**src/rtl/mul_pkg.sv**
```systemverilog
// mul_pkg: shared constants, op encodings and FSM states for the RV32M multiply sequencer
package mul_pkg;
    localparam int XLEN = 32;
    localparam int CNT_W = $clog2(XLEN + 1);
    localparam logic [1:0] OP_MUL    = 2'b00;
    localparam logic [1:0] OP_MULH   = 2'b01;
    localparam logic [1:0] OP_MULHSU = 2'b10;
    localparam logic [1:0] OP_MULHU  = 2'b11;
    typedef enum logic [2:0] {IDLE, PREP_A, PREP_B, ITER, FIX_LO, FIX_HI, DONE} state_t;
endpackage

```
**src/rtl/mul_sequencer_if.sv**
```systemverilog
// mul_sequencer_if: request/response handshake bundle between the execute stage and the multiplier
interface mul_sequencer_if #(parameter int XLEN = mul_pkg::XLEN);
    logic            kill;
    logic            in_valid;
    logic            in_ready;
    logic [1:0]      op;
    logic [XLEN-1:0] a;
    logic [XLEN-1:0] b;
    logic            out_valid;
    logic            out_ready;
    logic [XLEN-1:0] result;
    logic            busy;
    modport master (output kill, in_valid, op, a, b, out_ready,
                    input  in_ready, out_valid, result, busy);
    modport slave  (input  kill, in_valid, op, a, b, out_ready,
                    output in_ready, out_valid, result, busy);
endinterface

```
**src/rtl/mul_sequencer_adder.sv**
```systemverilog
// mul_sequencer_adder: ripple-carry adder with carry in/out
module mul_sequencer_adder #(parameter int SIZE = 32) (
    input  logic [SIZE-1:0] x,
    input  logic [SIZE-1:0] y,
    input  logic            cin,
    output logic [SIZE-1:0] s,
    output logic            cout
);
    logic c;
    always_comb begin
        s = '0;
        c = cin;
        for (int i = 0; i < SIZE; i++) begin
            s[i] = x[i] ^ y[i] ^ c;
            c = (x[i] & y[i]) | (c & (x[i] ^ y[i]));
        end
        cout = c;
    end
endmodule

```
**src/rtl/mul_sequencer.sv**
```systemverilog
// mul_sequencer: fixed-latency RV32M multiplier built around one shared ripple-carry adder
module mul_sequencer import mul_pkg::*; #(parameter int XLEN = mul_pkg::XLEN) (
    input  logic           clk,
    input  logic           rst_n,
    mul_sequencer_if.slave bus
);
    localparam int CW = $clog2(XLEN + 1);
    state_t state, nxt;
    logic [1:0] op_r;
    logic sign_a, sign_b, neg, carry, acin, cout, sa, sb;
    logic [XLEN-1:0] mcand, acc_lo, acc_hi, ax, ay, s;
    logic [CW-1:0] cnt;
    assign sa = bus.a[XLEN-1] & (bus.op == OP_MULH || bus.op == OP_MULHSU);
    assign sb = bus.b[XLEN-1] & (bus.op == OP_MULH);
    assign bus.in_ready  = state == IDLE;
    assign bus.busy      = state != IDLE;
    assign bus.out_valid = state == DONE;
    assign bus.result    = bus.out_valid ? (op_r == OP_MUL ? acc_lo : acc_hi) : '0;
    mul_sequencer_adder #(.SIZE(XLEN)) u_add (.x(ax), .y(ay), .cin(acin), .s(s), .cout(cout));
    always_ff @(posedge clk or negedge rst_n)
        if (!rst_n) state <= IDLE;
        else state <= nxt;
    always_comb begin
        nxt = state;
        unique case (state)
            IDLE:    nxt = bus.in_valid ? PREP_A : IDLE;
            PREP_A:  nxt = PREP_B;
            PREP_B:  nxt = ITER;
            ITER:    nxt = cnt == CW'(XLEN - 1) ? FIX_LO : ITER;
            FIX_LO:  nxt = FIX_HI;
            FIX_HI:  nxt = DONE;
            DONE:    nxt = bus.out_ready ? IDLE : DONE;
            default: nxt = IDLE;
        endcase
        if (bus.kill) nxt = IDLE;
    end
    // operand mux for the shared adder; idle states add 0+0
    always_comb begin
        ax = '0;
        ay = '0;
        acin = 1'b0;
        unique case (state)
            PREP_A: begin ax = sign_a ? ~mcand : mcand; acin = sign_a; end
            PREP_B: begin ax = sign_b ? ~acc_lo : acc_lo; acin = sign_b; end
            ITER:   begin ax = acc_hi; ay = acc_lo[0] ? mcand : '0; end
            FIX_LO: begin ax = neg ? ~acc_lo : acc_lo; acin = neg; end
            FIX_HI: begin ax = neg ? ~acc_hi : acc_hi; acin = neg & carry; end
            default: ;
        endcase
    end
    always_ff @(posedge clk or negedge rst_n)
        if (!rst_n) begin
            op_r <= '0;
            sign_a <= 1'b0;
            sign_b <= 1'b0;
            neg <= 1'b0;
            carry <= 1'b0;
            mcand <= '0;
            acc_lo <= '0;
            acc_hi <= '0;
            cnt <= '0;
        end else if (!bus.kill) begin
            unique case (state)
                IDLE: if (bus.in_valid) begin
                    op_r <= bus.op;
                    mcand <= bus.a;
                    acc_lo <= bus.b;
                    sign_a <= sa;
                    sign_b <= sb;
                    neg <= sa ^ sb;
                end
                PREP_A: mcand <= s;
                PREP_B: begin
                    acc_lo <= s;
                    acc_hi <= '0;
                    cnt <= '0;
                end
                ITER: begin
                    acc_hi <= {cout, s[XLEN-1:1]};
                    acc_lo <= {s[0], acc_lo[XLEN-1:1]};
                    cnt <= cnt + 1'b1;
                end
                FIX_LO: begin
                    acc_lo <= s;
                    carry <= cout;
                end
                FIX_HI: acc_hi <= s;
                default: ;
            endcase
        end
endmodule

```
**src/flat_wrapper.sv**
```systemverilog
// flat-port wrapper written by rule: the top's interface ports become plain ports
module mul_sequencer_flat import mul_pkg::*;
#(parameter int XLEN = mul_pkg::XLEN)
  (clk, rst_n, bus_kill, bus_in_valid, bus_op, bus_a, bus_b, bus_out_ready, bus_in_ready, bus_out_valid, bus_result, bus_busy);
  mul_sequencer_if #(.XLEN(XLEN)) bus_i ();
  input  logic clk;
  input  logic rst_n;
  input wire logic [$bits(bus_i.kill)-1:0] bus_kill;
  input wire logic [$bits(bus_i.in_valid)-1:0] bus_in_valid;
  input wire logic [$bits(bus_i.op)-1:0] bus_op;
  input wire logic [$bits(bus_i.a)-1:0] bus_a;
  input wire logic [$bits(bus_i.b)-1:0] bus_b;
  input wire logic [$bits(bus_i.out_ready)-1:0] bus_out_ready;
  output wire logic [$bits(bus_i.in_ready)-1:0] bus_in_ready;
  output wire logic [$bits(bus_i.out_valid)-1:0] bus_out_valid;
  output wire logic [$bits(bus_i.result)-1:0] bus_result;
  output wire logic [$bits(bus_i.busy)-1:0] bus_busy;
  assign bus_i.kill = bus_kill;
  assign bus_i.in_valid = bus_in_valid;
  assign bus_i.op = bus_op;
  assign bus_i.a = bus_a;
  assign bus_i.b = bus_b;
  assign bus_i.out_ready = bus_out_ready;
  assign bus_in_ready = bus_i.in_ready;
  assign bus_out_valid = bus_i.out_valid;
  assign bus_result = bus_i.result;
  assign bus_busy = bus_i.busy;
  mul_sequencer #(.XLEN(XLEN)) u_core (.clk(clk), .rst_n(rst_n), .bus(bus_i));
endmodule
```
**config.mk**
```make
export PLATFORM = sky130hd
export DESIGN_NAME = mul_sequencer_flat
export DESIGN_NICKNAME = d
export VERILOG_FILES = /design/src/rtl/mul_pkg.sv /design/src/rtl/mul_sequencer_if.sv /design/src/rtl/mul_sequencer_adder.sv /design/src/rtl/mul_sequencer.sv /design/src/flat_wrapper.sv
export SDC_FILE = /design/constraint.sdc
export NUM_CORES = 1
export LEC_CHECK = 0
export CAP_MARGIN = 30
export CORE_MARGIN = 5
export CORE_UTILIZATION = 45
export DETAILED_ROUTE_END_ITERATION = 8
export PLACE_DENSITY = 0.66
export REMOVE_ABC_BUFFERS = 1
export SYNTH_ARGS = -nofsm -noshare
export SYNTH_HDL_FRONTEND = slang
export SYNTH_HIERARCHICAL = 1
export SYNTH_SLANG_ARGS = --single-unit
```
**constraint.sdc**
```tcl
create_clock -name clk -period 19.03 [get_ports clk]
set_input_delay 4.7575 -clock clk [delete_from_list [all_inputs] [get_ports clk]]
set_output_delay 4.7575 -clock clk [all_outputs]
set_load 0.02 [all_outputs]
```
==> impl_metrics.json, run 1 <==
{
  "max_stage_delay_ns": 0.84,
  "post-synth-top-count-cell": "nand2_1",
  "multi_input_comb_area_mm2": 0.00657,
  "drc": 0,
  "tns_ns": 0,
  "cts_resized": 0,
  "ant_nets": 0,
  "p_per_area_mw_per_mm2": 90.1,
  "synthFlopType": "dfrtp_1",
  "synth.yosys.seq_area_share_pct": 28.0,
  "cpMaxStageDelayCell": "dfrtp_4",
  "slew_viol_final": 0,
  "synth_edf_count": 0,
  "status": "finished, final reports clean",
  "post-route-period-util_pct": 80.2,
  "cts_sinks": 111,
  "insertedDiodeCount": 0,
  "finalPower_w": 0.00102,
  "netlist_instances": 1001,
  "hold_viol": 0,
  "core_area_mm2": 0.0218,
  "cp.required_ns": 19.34,
  "htree_levels": 3,
  "synth_common_cells": "nand2_1 (122), dfrtp_1 (111), xor2_1 (80)",
  "wl_per_cell_um": 24.3,
  "die-area_mm2": 0.0251,
  "async_reset_ff_share_pct": 100,
  "grt_pass1_wl_mm": 50.9,
  "root_buffer": "clkbuf_16",
  "register_area_mm2": 0.00279,
  "insertion_delay_ns": 0.37,
  "layout.nets": 1141,
  "yosys_warnings": 6,
  "crit_path_frequent_cell": "fa_1",
  "startpoint_type": "flop",
  "drt-initial-drc-count": 920,
  "rsz0062_at_grt": "false",
  "crit_path_max_fanout": 69,
  "grt_pass1_vias": 8797,
  "initial_core_util_pct": 45.6,
  "fin_hold_ws_ns": 0.522,
  "wirelength_mm": 32.1,
  "grt_max_degree": 70,
  "final_cell_count_no_fill": 1321,
  "port_buffers": 105,
  "postCtsHoldBufs": 0,
  "yosysTopAreaCellShare_pct": 28.0,
  "cts_setup_buffers": 0,
  "period_needed_ns": 15.27,
  "numCtsBuffers": 9,
  "ir_drop_mv": 0.0529,
  "avgViaCountPerCell": 6.50,
  "yosys-top-cells-area": "dfrtp_1 (28%), mux2_2 (7.8%), xor2_1 (7.1%)",
  "drv_cap": 0,
  "place.gp.congestion": 0.815,
  "synth_seq_cells": 111,
  "finalSetupViolCount": 0,
  "hold_path_class": "reg2reg",
  "track_usage_pct": 26.0,
  "end_kind": "flop",
  "arrival_ns": 15.57,
  "fin_skew_ns": 0.00948,
  "tightestPinTransition_ns": 1.03,
  "cts_tree": "built",
  "max_slew_margin_pct": 31.3,
  "avgSynthCellArea_um2": 9.91,
  "clk_pin_slew_ns": 0.08,
  "rows": 54,
  "worstSetupPathType": "reg2reg",
  "die_x_um": 158,
  "post-dp-hpwl_mm": 19.4,
  "firstDrtPassIters": 5,
  "ios": 106,
  "dpl.cell_count": 1304,
  "die_h_um": 158,
  "syn_area_mm2": 0.00992,
  "synth_area_leader_cell": "dfrtp_1",
  "grt.overflow.total": 0,
  "antenna_found_initial": 0,
  "fmax_mhz": 65.5,
  "p_leak_nw": 4.58,
  "layout-drive-gt1-share_pct": 16.0,
  "fillers": 2003,
  "cts_buffer_depth": 2,
  "area_delta_synth_final_pct": 14.5,
  "yosys.cell_types.count": 54,
  "vias": 8581
}
-- cell type report --
type                       instances  area share, %
clock inverter                     7          0.848
tap                              280           3.08
sequential                       111           24.5
multi-input combinational        767           57.8
clock buffer                       9           1.98
inverter                          15          0.496
timing repair buffer             132           11.2
-- per-stage QoR --
stage          util, %  worst slack [ns]  area (µm²)
2_1_floorplan        -              2.45        9380
3_3_place_gp      50.6              4.16       11000
3_5_place_dp      50.6              4.00       11000
4_1_cts           52.1              3.91       11300
5_1_grt           52.2              3.32       11400
6_report          52.2              3.76       11400
-- sequential cells by signal, indices dropped and copies added, names as in the netlist --
register / flops
u_core/acc_hi: 32
u_core/sign_b: 1
u_core/neg: 1
u_core/state: 3
u_core/acc_lo: 32
u_core/mcand: 32
u_core/sign_a: 1
u_core/op_r: 2
u_core/carry: 1
u_core/cnt: 6
-- critical path: cells and delay by family (launching register included) --
kind | cells | cell delay [ns]
buffers and inverters | 5 | 0.80
DFF | 1 | 0.84
muxes | 1 | 0.10
adders and majority gates | 32 | 12.63
AOI/OAI and AO/OA | 3 | 0.48
and+or+nand+nor | 2 | 0.31
-- final timing paths --
kind / endpoint / depth (start not counted) / startpoint / slack (ns)
worst max-delay path: u_core/acc_lo[31] / 43 / u_core/state[0] / 3.76
worst min-delay path: u_core/cnt[1] / 2 / u_core/cnt[1] / 0.52
worst max register to register: u_core/acc_lo[31] / 43 / u_core/state[0] / 3.76
worst min register to register: u_core/cnt[1] / 2 / u_core/cnt[1] / 0.52
max in group asynchronous: u_core/state[0] / 2 / rst_n / 13.23
min in group asynchronous: u_core/cnt[3] / 1 / rst_n / 4.46
-- cells in the final DEF, fill, tap and decap left out, types with 32 or more instances in the layout --
master             n
a21oi_1           35
o32a_1            32
nand2_1          122
o211ai_1          34
o221ai_1          47
mux2i_1           49
xor2_1            80
mux2_2            69
fa_1              32
and3_1            34
a22oi_1           32
a22o_1            33
dfrtp_1          106
clkdlybuf4s50_1  104
xnor2_1           33
-- cell families (layout without fill, tap and decap cells) --
family	Yosys count	in the layout	synth area share (%)
AO/OA/AOI/OAI	260	260	21.4
XOR/XNOR	113	113	9.98
adder cells (fa/ha/maj)	34	34	6.71
buffers and inverters	123	163	5.98
flip-flops	111	111	28.0
multiplexers	150	150	17.5
AND/OR/NAND/NOR	210	210	10.4
-- metal layers --
metal  global-route usage, %  routed length, µm
met1                    37.0              14000
met2                    40.3              14700
met3                    3.94               2560
met5                       0                  0
met4                    9.18                807
-- report_power, final --
group          switching (W)  internal, W  total, W  leakage, nW
Clock              0.0000984     0.000116  0.000215        0.160
Combinational       0.000238     0.000202  0.000440         3.04
Sequential         0.0000820     0.000287  0.000369         1.38
Total               0.000419     0.000605   0.00102         4.58
Note: power is estimated with default switching activity, not from simulation.
==> run 2: changes to the inputs <==
PLACE_DENSITY = 0.68   (was 0.66)
clock period = 13.3 ns   (was 19.03 ns; I/O delays follow)
==> run 2 against run 1 <==
  * Routed wire length is 1.9% higher
  * Maximum frequency is 17% higher
  * Clock skew is 0.0016 ns lower
  * Clock-buffer cell count is 4 higher
  * Global-route usage is 0.19 points higher
  * Non-clock buffer count is 36 higher
  * Worst hold slack better by 0.0031 ns
  * Via count is 2.3% higher
  * Sequential power is 37% higher
  * First-iteration DRC count is 8.7% lower
  * Die area stayed put
  * Critical endpoint unchanged
  * Largest cell class unchanged
==> impl_metrics.json, run 2 (same netlist as run 1, synthesis figures left out) <==
{
  "status": "finished, final reports clean",
  "fillers": 1971,
  "multi_input_comb_area_mm2": 0.00665,
  "layout_common_cells": "nand2_1 (122), dfrtp_1 (105), clkdlybuf4s50_1 (104)",
  "die_h_um": 158,
  "drt-initial-drc-count": 840,
  "track_usage_pct": 26.2,
  "period_needed_ns": 13.01,
  "numCtsBuffers": 9,
  "fin_skew_ns": 0.00790,
  "end_kind": "flop",
  "antenna_found_initial": 0,
  "path_buf_inv": 4,
  "insertion_delay_ns": 0.37,
  "drc": 0,
  "arrival_ns": 13.32,
  "cts_tree": "built",
  "layout.nets": 1177,
  "cts_sinks": 111,
  "worstSetupPathType": "reg2reg",
  "postCtsHoldBufs": 0,
  "fin_hold_ws_ns": 0.525,
  "dp_slack_ns": -0.830,
  "startpoint_type": "flop",
  "power.share.switching_pct": 40.2,
  "core_area_mm2": 0.0218,
  "ir_drop_mv": 0.104,
  "grt_max_degree": 72,
  "layout-drive-gt1-share_pct": 21.7,
  "drv_cap": 0,
  "tightestPinTransition_ns": 0.975,
  "ant_nets": 0,
  "crit_path_frequent_cell": "fa_2",
  "firstDrtPassIters": 5,
  "clk_pin_slew_ns": 0.07,
  "area_delta_synth_final_pct": 18.1,
  "port_buffers": 105,
  "rsz0062_at_grt": "false",
  "hp-start": "u_core/cnt[1]",
  "initial_core_util_pct": 45.6,
  "hold_path_class": "reg2reg",
  "finalWorstSetupSlack_ns": 0.285,
  "finalSetupViolCount": 0,
  "avgViaCountPerCell": 6.48,
  "tns_ns": 0,
  "ios": 106,
  "power_frac_clock_pct": 20.1,
  "p_per_area_mw_per_mm2": 128,
  "rr_startpoint": "u_core/state[0]",
  "post-dp-hpwl_mm": 19.7,
  "cpMaxStageDelayCell": "dfrtp_4",
  "grt.overflow.total": 0,
  "vias": 8781,
  "die_x_um": 158,
  "cts_buffer_depth": 2,
  "worstSetupStartpoint": "u_core/state[0]",
  "max_slew_margin_pct": 35.0,
  "post-route-period-util_pct": 97.9,
  "crit_family": "adder cells",
  "p_leak_nw": 4.69,
  "insertedDiodeCount": 0,
  "crit_path_max_fanout": 7,
  "cp.required_ns": 13.60,
  "htree_levels": 3,
  "intPower_w": 0.000895,
  "comb_power_share_pct": 46.2,
  "register_area_mm2": 0.00279,
  "wirelength_mm": 32.7,
  "hold_viol": 0,
  "wl_per_cell_um": 24.1,
  "fmax_mhz": 76.8,
  "final_common_cell": "nand2_1",
  "max_stage_delay_ns": 0.53,
  "rows": 54,
  "root_buffer": "clkbuf_16",
  "grt_pass1_vias": 8812,
  "p_seq_share_pct": 33.6,
  "grt_pass1_wl_mm": 51.0,
  "die-area_mm2": 0.0251,
  "p_switching_w": 0.000602,
  "biggestRegsByFlops": "u_core/acc_hi x32, u_core/acc_lo x32, u_core/mcand x32",
  "slew_viol_final": 0,
  "place.gp.congestion": 0.837
}
-- run 2: worst register-to-register path, delay by kind of cell, from the launching register on --
kind / cells / cell delay (ns)
AO/OA/AOI/OAI: 2 / 0.39
adder cells (fa/ha/maj): 32 / 11.21
buffers and inverters: 4 / 0.29
flip-flops: 1 / 0.53
multiplexers: 1 / 0.07
AND/OR/NAND/NOR: 2 / 0.45
-- run 2: cell type report --
class	instances	share of cell area, %
clock buffer	13	2.39
inverter	15	0.481
multi-input combinational	767	56.8
sequential	111	23.8
clock inverter	2	0.320
timing repair buffer	168	13.3
tap	280	2.99
-- run 2: power groups by stage --
stage          clock network (W)  logic (W)  registers [W]
4_1_cts                 0.000306   0.000676       0.000503
5_1_grt                 0.000320   0.000744       0.000516
2_1_floorplan                  0   0.000429       0.000516
6_report                0.000301   0.000692       0.000504
3_3_place_gp                   0   0.000653       0.000507
3_5_place_dp                   0   0.000666       0.000509
-- run 2: per-stage QoR --
stage               util (%)  area (µm²)  power [W]  instances
finish                  53.8       11700    0.00150       1356
global route            53.8       11700    0.00158       1356
CTS                     53.5       11600    0.00148       1353
detailed placement      51.8       11300    0.00118       1338
global placement        51.8       11300    0.00116       1338
floorplan                  -        9380   0.000945        893
-- run 2: path summary, 6_finish.rpt --
| kind | endpoint | slack (ns) | depth (start not counted) |
|---|---|---|---|
| max | u_core/acc_lo[31] | 0.29 | 41 |
| min | u_core/cnt[1] | 0.53 | 2 |
| max reg2reg | u_core/acc_lo[31] | 0.29 | 41 |
| min reg2reg | u_core/cnt[1] | 0.53 | 2 |
| max in group asynchronous | u_core/mcand[15] | 9.32 | 3 |
| min in group asynchronous | u_core/cnt[0] | 2.95 | 1 |
-- run 2: routing by layer --
metal	vias to the layer above	GRT usage, %	wire (µm)
met5	-	0	0
met4	0	9.10	938
met3	87	4.87	2730
met2	446	41.7	15400
met1	4403	35.9	13600
li1	3845	-	-
-- run 2: what timing repair did --
item	4_1_cts	5_1_grt
buffers inserted	0	2
resized for setup	23	9
pin swaps	2	4
setup endpoints to repair	11	6
==> run 3: changes to the inputs <==
CORE_UTILIZATION = 43   (was 45)
PLACE_DENSITY = 0.66   (was 0.68)
==> run 3 against run 2 <==
  * Clock power shrank 2%
  * Sequential share of layout area grew 0.089 points
  * First-iteration DRC count grew 0.71%
  * Clock skew grew 0.0019 ns
  * Critical path depth grew 1
  * Clock-buffer cell count shrank 1
  * Non-clock buffer count shrank 4
  * Worst hold slack is essentially flat
  * Routed wire length shrank 0.10%
  * Worst setup slack gained 0.079 ns
  * Die area grew 4.4%
  * Critical path type unchanged
  * Global-route usage shrank 1.5 points
==> impl_metrics.json, run 3 (same netlist as run 1, synthesis figures left out) <==
{
  "ant_nets": 0,
  "fin_skew_ns": 0.00981,
  "avgViaCountPerCell": 6.35,
  "ir_drop_mv": 0.0933,
  "vias": 8618,
  "wirelength_mm": 32.6,
  "rows": 55,
  "max_stage_delay_ns": 0.52,
  "grt.overflow.total": 0,
  "place.gp.congestion": 0.853,
  "register_area_mm2": 0.00279,
  "cts_buffer_depth": 2,
  "wl_per_cell_um": 24.0,
  "drt-initial-drc-count": 846,
  "crit_path_frequent_cell": "fa_2",
  "cts_sinks": 111,
  "crit_path_max_fanout": 8,
  "initial_core_util_pct": 43.7,
  "htree_levels": 3,
  "numCtsBuffers": 9,
  "area_delta_synth_final_pct": 17.6,
  "slew_viol_final": 0,
  "grt_max_degree": 67,
  "fmax_mhz": 77.3,
  "post-dp-hpwl_mm": 19.7,
  "drc": 0,
  "tightestPinTransition_ns": 0.966,
  "grt_pass1_vias": 8896,
  "firstDrtPassIters": 5,
  "tns_ns": 0,
  "period_needed_ns": 12.94,
  "cts_tree": "built",
  "core_area_mm2": 0.0227,
  "insertion_delay_ns": 0.37,
  "cp.required_ns": 13.61,
  "cpMaxStageDelayCell": "dfrtp_4",
  "track_usage_pct": 24.7,
  "biggestRegsByFlops": "u_core/acc_hi x32, u_core/acc_lo x32, u_core/mcand x32",
  "multi_input_comb_area_mm2": 0.00665,
  "clk_pin_slew_ns": 0.08,
  "layout_common_cells": "nand2_1 (122), dfrtp_1 (106), clkdlybuf4s50_1 (104)",
  "end_kind": "flop",
  "arrival_ns": 13.24,
  "status": "finished, final reports clean",
  "ios": 106,
  "layout-drive-gt1-share_pct": 21.4,
  "max_slew_margin_pct": 35.6,
  "post-route-period-util_pct": 97.3,
  "worstSetupPathType": "reg2reg",
  "grt_pass1_wl_mm": 51.1,
  "antenna_found_initial": 0,
  "final_common_cell": "nand2_1",
  "root_buffer": "clkbuf_16",
  "fillers": 2108,
  "port_buffers": 105,
  "p_per_area_mw_per_mm2": 127,
  "insertedDiodeCount": 0,
  "finalSetupViolCount": 0,
  "hold_viol": 0,
  "drv_cap": 0,
  "startpoint_type": "flop",
  "rsz0062_at_grt": "false",
  "hold_path_class": "reg2reg",
  "p_leak_nw": 4.67,
  "die-area_mm2": 0.0262,
  "final_core_util_pct": 51.4,
  "die_h_um": 162,
  "layout.nets": 1173,
  "die_x_um": 162
}
run 3: power breakdown:
| group | leakage, nW | switching, W | internal, W | total (W) |
|---|---|---|---|---|
| combinational | 3.14 | 0.000372 | 0.000313 | 0.000685 |
| clock | 0.153 | 0.000138 | 0.000158 | 0.000295 |
| sequential | 1.38 | 0.0000938 | 0.000411 | 0.000504 |
run 3: layer usage:
metal	share of wire, %	routed length, µm	vias to the layer above	GRT usage, %
li1	-	-	3844	-
met1	42	13800	4272	33.1
met2	47	15300	433	39.8
met3	8.0	2600	69	4.62
met4	2.6	852	0	9.23
met5	0	0	-	0
run 3: final timing paths:
path,startpoint,to,slack (ns),depth (start not counted)
hold / removal,u_core/cnt[1],u_core/cnt[1],0.53,2
min in group asynchronous,rst_n,u_core/acc_lo[3],3.08,1
hold reg to reg,u_core/cnt[1],u_core/cnt[1],0.53,2
setup reg to reg,u_core/state[0],u_core/acc_lo[31],0.36,42
max in group asynchronous,rst_n,u_core/state[0],9.01,2
setup / recovery,u_core/state[0],u_core/acc_lo[31],0.36,42
run 3: metrics by stage:
stage	setup slack [ns]	instance area, µm²	power (W)	hold WS [ns]	std cells
finish	0.365	11700	0.00149	0.525	1358
global route	0.0256	11700	0.00157	0.558	1358
global placement	-0.818	11300	0.00116	0.495	1340
floorplan	-3.28	9380	0.000945	0.474	893
detailed placement	-0.907	11300	0.00117	0.505	1340
CTS	0.0318	11600	0.00147	0.526	1357
run 3: layout make-up:
| cell class | instances | area share [%] |
|---|---|---|
| flip-flops and latches | 111 | 23.9 |
| well taps | 285 | 3.06 |
| repair buffers | 164 | 12.9 |
| multi-input cells | 767 | 57.0 |
| clock inverters | 4 | 0.450 |
| clock buffers | 12 | 2.20 |
| inverters | 15 | 0.483 |
run 3: repair_timing:
| item | in CTS | in global routing |
|---|---|---|
| hold buffers | 0 | 0 |
| endpoints found under the setup margin | 12 | 5 |
| pin swaps | 4 | 5 |
| hold endpoints to repair | 0 | 0 |
| gates resized for setup | 25 | 7 |
| setup buffers | 1 | 0 |
| cloned | 0 | 0 |
run 3: critical path, delay by kind of cell (launching register included):
| kind | cells | cell delay (ns) |
|---|---|---|
| fa+ha+maj | 32 | 11.08 |
| xor+xnor | 1 | 0.15 |
| compound gates | 3 | 0.51 |
| buf+inv | 4 | 0.30 |
| mux | 2 | 0.27 |
| flops | 1 | 0.52 |
